**config.mk**
```make
export PLATFORM = sky130hd
export DESIGN_NAME = light_monitor
export DESIGN_NICKNAME = d
export VERILOG_FILES = /design/src/rtl/light_monitor.sv
export SDC_FILE = /design/constraint.sdc
export NUM_CORES = 1
export LEC_CHECK = 0
export ABC_CLOCK_PERIOD_IN_PS = 3300
export CORE_MARGIN = 4
export CORE_UTILIZATION = 54
export DETAILED_ROUTE_END_ITERATION = 12
export PLACE_DENSITY_LB_ADDON = 0.3
export SKIP_CTS_REPAIR_TIMING = 1
export SLEW_MARGIN = 20
export SYNTH_ARGS = -nofsm -noshare
export SYNTH_HDL_FRONTEND = slang
export SYNTH_SLANG_ARGS = --single-unit
```
**constraint.sdc**
```tcl
create_clock -name clk -period 3.3 [get_ports clk]
set_input_delay 0.495 -clock clk [delete_from_list [all_inputs] [get_ports clk]]
set_output_delay 0.495 -clock clk [all_outputs]
set_load 0.02 [all_outputs]
```
**src/rtl/light_monitor.sv**
```systemverilog
// Stop-light receiver and checker: tracks colour and dwell time, flags illegal codes,
// out-of-order changes, too-short and too-long dwells, and keeps error/cycle counters.
module light_monitor #(
  parameter int DWELL_MIN = 1,
  parameter int DWELL_MAX = 6,
  parameter int CNT_W     = 4,
  parameter int ERR_W     = 8,
  parameter int CYC_W     = 8
) (
  input  logic             clk,
  input  logic             reset,
  input  logic             enable,
  input  logic [1:0]       light_in,
  input  logic             clear_err,
  output logic [1:0]       color,
  output logic [CNT_W-1:0] dwell,
  output logic             transition,
  output logic             err_illegal,
  output logic             err_order,
  output logic             err_short,
  output logic             err_long,
  output logic             fault,
  output logic [ERR_W-1:0] error_count,
  output logic [CYC_W-1:0] cycle_count
);

  typedef enum logic [1:0] {IDLE = 2'd0, TRACK = 2'd1, FAULT = 2'd2} state_t;

  localparam logic [1:0]       GREEN       = 2'b00;
  localparam logic [1:0]       YELLOW      = 2'b01;
  localparam logic [1:0]       RED         = 2'b10;
  localparam logic [1:0]       ILLEGAL     = 2'b11;
  localparam logic [CNT_W-1:0] DWELL_ONE   = CNT_W'(1);
  localparam logic [CNT_W-1:0] DWELL_LO    = CNT_W'(DWELL_MIN);
  localparam logic [CNT_W-1:0] DWELL_LIMIT = CNT_W'(DWELL_MAX + 1);
  localparam logic [CNT_W-1:0] DWELL_SAT   = {CNT_W{1'b1}};
  localparam logic [ERR_W-1:0] ERR_ONE     = ERR_W'(1);
  localparam logic [ERR_W-1:0] ERR_SAT     = {ERR_W{1'b1}};
  localparam logic [CYC_W-1:0] CYC_ONE     = CYC_W'(1);

  state_t           state_r;
  logic [CNT_W-1:0] dwell_inc_s;
  logic             same_s;
  logic             e_illegal_s;
  logic             e_order_s;
  logic             e_short_s;
  logic             e_long_s;
  logic             any_err_s;

  function automatic logic [1:0] successor(input logic [1:0] c);
    case (c)
      GREEN:   successor = YELLOW;
      YELLOW:  successor = RED;
      RED:     successor = GREEN;
      default: successor = ILLEGAL;
    endcase
  endfunction

  // Classify the current sample against the tracked colour and dwell.
  always_comb begin
    dwell_inc_s = (dwell == DWELL_SAT) ? dwell : (dwell + DWELL_ONE);
    same_s      = (light_in == color);
    e_illegal_s = 1'b0;
    e_order_s   = 1'b0;
    e_short_s   = 1'b0;
    e_long_s    = 1'b0;
    case (state_r)
      IDLE: begin
        e_illegal_s = (light_in == ILLEGAL);
      end
      TRACK: begin
        if (same_s) begin
          e_long_s = (dwell_inc_s == DWELL_LIMIT);
        end else begin
          e_illegal_s = (light_in == ILLEGAL);
          e_order_s   = (light_in != ILLEGAL) && (light_in != successor(color));
          e_short_s   = (dwell < DWELL_LO);
        end
      end
      default: begin
        e_illegal_s = 1'b0;
      end
    endcase
    any_err_s = e_illegal_s | e_order_s | e_short_s | e_long_s;
  end

  // Monitor FSM with all outputs registered; clear_err overrides enable and errors.
  always_ff @(posedge clk) begin
    if (!reset) begin
      state_r     <= IDLE;
      color       <= GREEN;
      dwell       <= '0;
      transition  <= 1'b0;
      err_illegal <= 1'b0;
      err_order   <= 1'b0;
      err_short   <= 1'b0;
      err_long    <= 1'b0;
      fault       <= 1'b0;
      error_count <= '0;
      cycle_count <= '0;
    end else if (clear_err) begin
      state_r     <= IDLE;
      dwell       <= '0;
      transition  <= 1'b0;
      err_illegal <= 1'b0;
      err_order   <= 1'b0;
      err_short   <= 1'b0;
      err_long    <= 1'b0;
      fault       <= 1'b0;
      error_count <= '0;
    end else if (!enable) begin
      transition  <= 1'b0;
      err_illegal <= 1'b0;
      err_order   <= 1'b0;
      err_short   <= 1'b0;
      err_long    <= 1'b0;
    end else begin
      transition  <= 1'b0;
      err_illegal <= e_illegal_s;
      err_order   <= e_order_s;
      err_short   <= e_short_s;
      err_long    <= e_long_s;
      if (any_err_s) begin
        fault <= 1'b1;
        if (error_count != ERR_SAT) begin
          error_count <= error_count + ERR_ONE;
        end else begin
          error_count <= error_count;
        end
      end else begin
        fault <= fault;
      end
      case (state_r)
        IDLE: begin
          if (light_in != ILLEGAL) begin
            color   <= light_in;
            dwell   <= DWELL_ONE;
            state_r <= TRACK;
          end else begin
            state_r <= IDLE;
          end
        end
        TRACK: begin
          if (same_s) begin
            dwell   <= dwell_inc_s;
            state_r <= e_long_s ? FAULT : TRACK;
          end else if (any_err_s) begin
            state_r <= FAULT;
          end else begin
            transition <= 1'b1;
            color      <= light_in;
            dwell      <= DWELL_ONE;
            if (light_in == GREEN) begin
              cycle_count <= cycle_count + CYC_ONE;
            end else begin
              cycle_count <= cycle_count;
            end
          end
        end
        FAULT: begin
          state_r <= FAULT;
        end
        default: begin
          state_r <= IDLE;
        end
      endcase
    end
  end

endmodule

```
After elaboration in Yosys (flattened, before gate mapping) --
Cells that the tools add are included.
Storage, ports and cells: bits in registers 30, output and inout port bits 28
Cells by class: $add $sub $neg 3, $lt $le $gt $ge 1, equal/unequal tests 16, mux-type cells 26, bitwise gates (word level) 9, reduce and logical (&&, ||, !) cells 14
Operators with widths (count):
- adder 8 x 1 -> 8 bit, second input constant | 2
- 2-to-1 mux 2 bit | 8
- 2-to-1 mux 4 bit | 4
- one-hot mux 2 bit (3 select lines) | 2
- AND reduction 6 bit | 2
- 2-to-1 mux 1 bit | 9
- != test 2 bit, second input constant | 4
- != test 8 bit, second input constant | 1
- one-hot mux 4 bit (2 select lines) | 1
- == test 2 bit, second input constant | 3
- zero test 2 bit | 3
- != test 3 bit, second input constant | 2
- inverter 1 bit | 6
- OR reduction 5 bit | 1
- adder 4 x 1 -> 4 bit, second input constant | 1
- == test 2 x 1 -> 1 bit, second input constant | 2
- == test 4 x 3 -> 1 bit, second input constant | 1
- == test 4 bit, second input constant | 1
- less-than comparator 4 x 1 -> 1 bit, second input constant | 1
- one-hot mux 2 bit (2 select lines) | 1
- AND reduction 2 bit | 2
- AND reduction 4 bit | 1
- OR 1 bit | 3
- AND reduction 3 bit | 1
- other kinds (7) | 7

Logic depth before layout (Yosys ltp) --
Gate-level depths: netlist (run 1).
depth in word-level cells 14, gate-level depth with buffers 9, depth with buffers taken out 8

Worst setup path before layout (run 1) --
Ideal clock, no wire load.
path type register to register, start register color[1], end register dwell[3], setup time 0.086 ns, arrival 2.232 ns, required time 3.214 ns, setup slack 0.983 ns, stages on the path, launching flop included 9, path buffers 0, clock period less this slack 2.317 ns, path through dfxtp_1 > inv_1 > ha_1 > nor2b_1 > or2_1 > o311a_1 > nor3_2 > a41oi_1 > a211oi_1
Between the ends: word-level cells in the longest chain between the ends 13, elaborated cells between the ends (all ways) 24, classes of those cells eq/ne: 5; mux: 13; bitwise: 3; reduce/logical: 3
RTL lines:
- start: declaration | RTL line 15 | output logic [1:0] color,
- start signal: assignment | RTL line 136 | color <= light_in;
- start signal: assignment | RTL line 151 | color <= light_in;
- == test 2 bit, or another cell as far along | RTL line 51 | case (c)
- one-hot mux 2 bit (3 select lines) | RTL line 51
- 2-to-1 mux 2 bit | RTL line 72 | if (same_s) begin
- 2-to-1 mux 2 bit | RTL line 67 | case (state_r)
- != test 2 bit | RTL line 76 | e_order_s = (light_in != ILLEGAL) && (light_in != successor(color));
- logical AND 1 bit | RTL line 76
- 2-to-1 mux 1 bit | RTL line 72
- 2-to-1 mux 1 bit | RTL line 67
- OR 1 bit (3 in series) | RTL line 84 | any_err_s = e_illegal_s | e_order_s | e_short_s | e_long_s;
- != test 3 bit (no line)
- AND reduction 4 bit (no line)
- end signal: assignment | RTL line 145 | dwell <= dwell_inc_s;
- end: declaration | RTL line 16 | output logic [CNT_W-1:0] dwell,
Parallel ways exist; a longest one is shown, timed or not. The select of a mux whose other input is x is not followed. A chain may end at the register's enable or synchronous reset.

Worst setup path after layout (run 1) --
Ends and elaborated chain as after synthesis.

==> qor.txt, run 1 <==
crit path launch: color[1]$_SDFFE_PN0P_
syn_nets: 205
Power per Cell Area: 332 mW/mm2
share of layout cells above drive strength 1: 4.80%
via/cell ratio: 5.90
Net Switching: 0.177 mW
synth unique cells: 49
Core Rows: 19
most numerous cell in the Yosys netlist: dfxtp_1
vias in the first global route: 1479
Synth Instances: 193
DP HPWL: 2780 um
status: finished clean
first-pass GRT wire length: 6310 um
cell count of the worst reg-to-reg path: 8
CP endpoint kind: register
# diodes: 0
routed wire length: 3710 um
Yosys reg bits: 30
worst reg2reg setup slack: 0.75 ns
max-slew violations: 0
hold crit path type: register to register
Worst Path Class, Setup: register to register
sequential-to-total area share from yosys stat: 36.6%
drt pass-1 iters: 4
CTS tree: built
wire per inst: 14.3 um
gpl congestion: 0.806
CTS clk-pin slew, worst paths: 0.09 ns
unrepaired setup endpoints after global routing: false
Net Sw Frac: 26.1%
setup_tns: 0 ns
measured slew at the worst slew-check pin: 0.758 ns
Core Area: 0.00283 mm2
Leakage: 0.733 nW
die area: 0.00398 mm2
Final period util: 77.3%
r2r endpoint: dwell[3]$_SDFFE_PP0P_
Starting DRT DRC Count: 77
Arr. time, crit path: 2.77 ns
Yosys warnings: 0
largest net degree at the start of global routing: 17
max-cap viol count: 0
# clock sinks: 30
Layout Nets: 240
combinational share of power: 11.9%
H-Tree Depth: 2
clock power share: 33.2%
Post-DRT Antenna Nets: 0
clk root buf: clkbuf_4
syn avg cell area: 8.49 um2
DRC: 0
Synth Cell Area: 0.00164 mm2
Starting Density: 57.9%
number of buffers added on ports: 33
cell accounting for the most synthesized area: dfxtp_1
grt ovf: 0
internal power: 0.500 mW
EDFF count, synth: 0
final setup fails: 0
Clock Skews: 0.00961 ns
area delta synth->final: 24.5%
Setup crit end: dwell[3]$_SDFFE_PP0P_
fmax: 392 MHz
most frequent cells after synthesis: dfxtp_1, nand2_1, nor2_1
top cells by area, synth: dfxtp_1, ha_1, nand2_1
CP Max Fanout: 8
ys async rst share: 0%
Max-slew headroom: 49.1%
share of power burned in registers: 55.0%
Max VDD drop: 288 uV
Final Hold Slack: 0.514 ns
Num CTS Buffers: 5
crit start category: register
overall routing resource usage: 19.6%
DR vias: 1535
Data required, critical path: 3.52 ns
top-level I/O count: 34
post-layout minimum cycle time: 2.55 ns
reg2reg start: color[1]$_SDFFE_PN0P_
Die H: 63.1 um
share of the synthesized area in the top cell type: 36.6%
Fin. Hold Viols: 0
Max clock buf depth: 2
dpl cell area: 0.00198 mm2
Die W: 63.1 um
Main synth FF type: dfxtp_1
design area: 0.00204 mm2
initial antenna violation count: 0
Skew-Pair Late Insertion Delay: 0.32 ns
## power by group through the flow
stage,combinational (mW),sequential (mW),clock [mW]
after floorplan,0.0521,0.383,0
after global placement,0.0764,0.380,0
after detailed placement,0.0794,0.380,0
after CTS,0.0799,0.372,0.231
after global routing,0.0871,0.373,0.258
final,0.0802,0.372,0.224
## layout by cell type (no fill, tap or decap), types with 2 or more instances in the layout
master           netlist  routed
or3_1                  3       3
and3_1                 4       4
a211oi_1               3       3
and4_1                 2       2
o21ai_0                4       4
nand2_1               20      20
nor2b_1                5       5
inv_1                  6       6
mux2i_1                3       3
nor2_1                14      14
nand3_1               13      13
a21oi_1                9       9
o31ai_1                3       3
xnor2_1                7       7
clkdlybuf4s50_1        0      33
dfxtp_1               30      30
or4_1                  2       2
clkbuf_4               0       5
nor3_1                 6       6
and2_1                 6       6
o211ai_1               2       2
o21ai_1                2       2
nand4_1                5       5
ha_1                   6       6
xor2_1                 2       2
a211o_1                2       2
nand2b_1               8       8
## critical path, cell delays in order, from the launching register on
cell and delay [ns]:
dfxtp_1 0.50, inv_1 0.09, ha_1 0.29, nor2b_1 0.14, or2_1 0.28, o311a_1 0.38, nor3_2 0.33, a41oi_1 0.19
a211oi_1 0.26
## routing by layer
| layer | wire length, um | share of wire, % | vias to the layer above | global-route usage, % |
|---|---|---|---|---|
| li1 | - | - | 771 | - |
| met1 | 1650 | 44 | 708 | 21.5 |
| met2 | 1820 | 49 | 52 | 35.2 |
| met3 | 209 | 5.6 | 4 | 6.57 |
| met4 | 34 | 0.92 | 0 | 6.34 |
| met5 | 0 | 0 | - | 0 |
## worst min-delay path by stage
stage / startpoint / endpoint / slack, ns / depth (start not counted)
6_report: fault$_SDFFE_PP0P_ / fault$_SDFFE_PP0P_ / 0.51 / 2
5_1_grt: cycle_count[7]$_SDFFE_PN0P_ / cycle_count[7]$_SDFFE_PN0P_ / 0.55 / 2
4_1_cts: error_count[1]$_SDFFE_PP0P_ / error_count[1]$_SDFFE_PP0P_ / 0.52 / 2
3_5_place_dp: error_count[7]$_SDFFE_PP0P_ / error_count[7]$_SDFFE_PP0P_ / 0.51 / 2
3_3_place_gp: error_count[7]$_SDFFE_PP0P_ / error_count[7]$_SDFFE_PP0P_ / 0.49 / 2
2_1_floorplan: state_r[1]$_SDFFE_PP0P_ / state_r[1]$_SDFFE_PP0P_ / 0.49 / 2
## metrics by stage
stage / setup slack, ns / power [mW] / utilization [%] / instances
global placement: 0.584 / 0.456 / 70.0 / 252
CTS: 0.754 / 0.683 / 72.1 / 260
detailed placement: 0.499 / 0.460 / 70.0 / 252
global route: 0.615 / 0.718 / 72.1 / 260
floorplan: 0.983 / 0.435 / - / 193
finish: 0.750 / 0.677 / 72.1 / 260
## final cells by class
type / count / area (um2)
clock buffers: 7 / 55.1
multi-input cells: 152 / 988
flip-flops and latches: 30 / 601
repair buffers: 33 / 330
well taps: 31 / 38.8
clock inverters: 1 / 5.00
inverters: 6 / 22.5
fillers: 225 / 788
## state kept, by name, summed over array words and instances (netlist names), 2 cells and up
register / cells
state_r: 2
dwell: 4
cycle_count: 8
color: 2
error_count: 8
## logic make-up after synthesis
kind of cell / Yosys count / synth area share [%]
fa+ha+maj: 6 / 4.58
buf+inv: 11 / 3.05
mux: 3 / 1.83
compound gates: 41 / 18.4
flops: 30 / 36.6
simple gates: 93 / 30.7
xor+xnor: 9 / 4.81
Note: power is estimated with default switching activity, not from simulation.
==> inputs of run 2 (changes only) <==
ABC_CLOCK_PERIOD_IN_PS = 2200   (was 3300)
CORE_UTILIZATION = 46   (was 54)
clock period = 2.2 ns   (was 3.3 ns; I/O delays follow)
==> qor.txt, run 2 (synthesis results as in run 1) <==
hold depth: 2 (unchanged)
Die W: 67.7 um (+7.3%)
Clock Skews: 0.00641 ns (-0.00320 ns)
CTS tree: built
number of buffers added on ports: 33 (unchanged)
via/cell ratio: 5.38 (-8.8%)
crit path launch: color[1]$_SDFFE_PN0P_
Data required, critical path: 2.42 ns (-1.10 ns)
wire per inst: 13.3 um (-6.5%)
Fin. Hold Viols: 0 (unchanged)
cell count of the worst reg-to-reg path: 8 (unchanged)
unrepaired setup endpoints after global routing: true
crit-path cells: buf_4 -> ha_2 -> nor4b_4 -> nor2_2 -> a31oi_4 -> nor2_2 -> or4_1 -> o211a_1
cell family with most CP delay: simple AND/OR/NAND/NOR gates
Final period util: 97.6% (+20 points)
reg2reg start: color[1]$_SDFFE_PN0P_
crit start category: register
max-cap viol count: 0 (unchanged)
post-layout minimum cycle time: 2.15 ns (-0.403 ns)
die area: 0.00458 mm2 (+15%)
gpl congestion: 0.845 (+4.9%)
# diodes: 0 (unchanged)
Core Area: 0.00339 mm2 (+20%)
Worst path slowest cell: or4_1
r2r endpoint: error_count[6]$_SDFFE_PP0P_
Max clock buf depth: 2 (unchanged)
CP Max Fanout: 7 (-1)
initial antenna violation count: 0 (unchanged)
Leakage: 0.861 nW (+18%)
H-Tree Depth: 2 (unchanged)
setup_tns: 0 ns (unchanged)
Worst Hold End: cycle_count[1]$_SDFFE_PN0P_
Die H: 67.7 um (+7.3%)
slowest cell delay on critical path: 0.51 ns (about the same)
hold crit path type: register to register
Max-slew headroom: 67.4% (+18 points)
Num CTS Buffers: 5 (unchanged)
fmax: 466 MHz (+19%)
CTS clk-pin slew, worst paths: 0.09 ns (about the same)
first-pass GRT wire length: 6420 um (+1.6%)
Starting DRT DRC Count: 91 (+18%)
DR vias: 1604 (+4.5%)
routed wire length: 3980 um (+7.2%)
clk root buf: clkbuf_4
most common cell after layout, fill and taps aside: clkdlybuf4s50_1
DRC: 0 (unchanged)
Starting Density: 48.4% (-9.6 points)
Core Rows: 21 (+2)
vias in the first global route: 1473 (-0.41%)
Worst Min Path Start: cycle_count[1]$_SDFFE_PN0P_
top-level I/O count: 34 (unchanged)
final setup fails: 0 (unchanged)
largest net degree at the start of global routing: 15 (-2)
Power per Cell Area: 447 mW/mm2 (+35%)
Skew-Pair Late Insertion Delay: 0.32 ns (about the same)
final core utilization: 67.1% (-5.0 points)
status: finished clean
grt ovf: 0 (unchanged)
most frequent cells in the layout: clkdlybuf4s50_1, dfxtp_1, buf_4, nand2_1, nand3_1
share of layout cells above drive strength 1: 17.1% (+12 points)
worst reg2reg setup slack: 0.05 ns (-0.70 ns)
dpl cell area: 0.00218 mm2 (+10%)
drt pass-1 iters: 4 (unchanged)
Worst path most repeated cell: nor2_2
biggest regs: cycle_count (8), error_count (8), dwell (4)
area delta synth->final: 38.9%
design area: 0.00228 mm2 (+12%)
Worst Path Class, Setup: register to register
DP HPWL: 3010 um (+8.3%)
Arr. time, crit path: 2.37 ns (-0.40 ns)
overall routing resource usage: 18.9% (-0.65 points)
CP endpoint kind: register
Layout Nets: 264 (+10%)
# clock sinks: 30 (unchanged)
Max VDD drop: 283 uV (-1.8%)
Post-DRT Antenna Nets: 0 (unchanged)
buffering stage count on the worst path with inverters included: 1 (unchanged)
max-slew violations: 0 (unchanged)
measured slew at the worst slew-check pin: 0.489 ns (-0.269 ns)
run 2: worst register-to-register path: stages, from the launching register on:
cell	delay [ns]
dfxtp_2	0.33
buf_4	0.15
ha_2	0.19
nor4b_4	0.31
nor2_2	0.09
a31oi_4	0.25
nor2_2	0.07
or4_1	0.51
o211a_1	0.14
run 2: metal layers:
metal	global-route usage [%]	vias to the layer above	share of wire, %
li1	-	817	-
met1	22.6	745	46
met2	31.1	37	48
met3	6.66	5	4.5
met4	6.84	0	1.1
met5	0	-	0
run 2: report_power, final:
part	internal (mW)	switching [mW]	leakage (nW)	total, mW
registers	0.549	0.00606	0.243	0.555
logic	0.0777	0.0883	0.593	0.166
clock network	0.120	0.176	0.0254	0.296
run 2: cell type report:
cell class,instances,area (um2)
timing repair buffer,57,513
tap,46,57.6
sequential,30,603
inverter,6,22.5
clock buffer,7,45.0
fill,293,1110
multi-input combinational,152,1030
run 2: worst max path at each step:
| stage | endpoint | slack, ns | cells after the start |
|---|---|---|---|
| finish | error_count[6]$_SDFFE_PP0P_ | 0.05 | 8 |
| global route | error_count[6]$_SDFFE_PP0P_ | -0.05 | 8 |
| CTS | error_count[6]$_SDFFE_PP0P_ | -0.03 | 8 |
| detailed placement | error_count[6]$_SDFFE_PP0P_ | -0.30 | 7 |
| global placement | dwell[1]$_SDFFE_PP0P_ | -0.23 | 7 |
| floorplan | dwell[3]$_SDFFE_PP0P_ | 0.007 | 8 |
run 2: per-stage QoR:
step | worst slack [ns] | hold slack (ns) | total power, mW | instances
finish | 0.0530 | 0.523 | 1.02 | 298
global route | -0.0477 | 0.535 | 1.07 | 298
CTS | -0.0275 | 0.519 | 1.01 | 298
detailed placement | -0.296 | 0.502 | 0.722 | 291
global placement | -0.234 | 0.494 | 0.721 | 291
floorplan | 0.00726 | 0.465 | 0.653 | 193
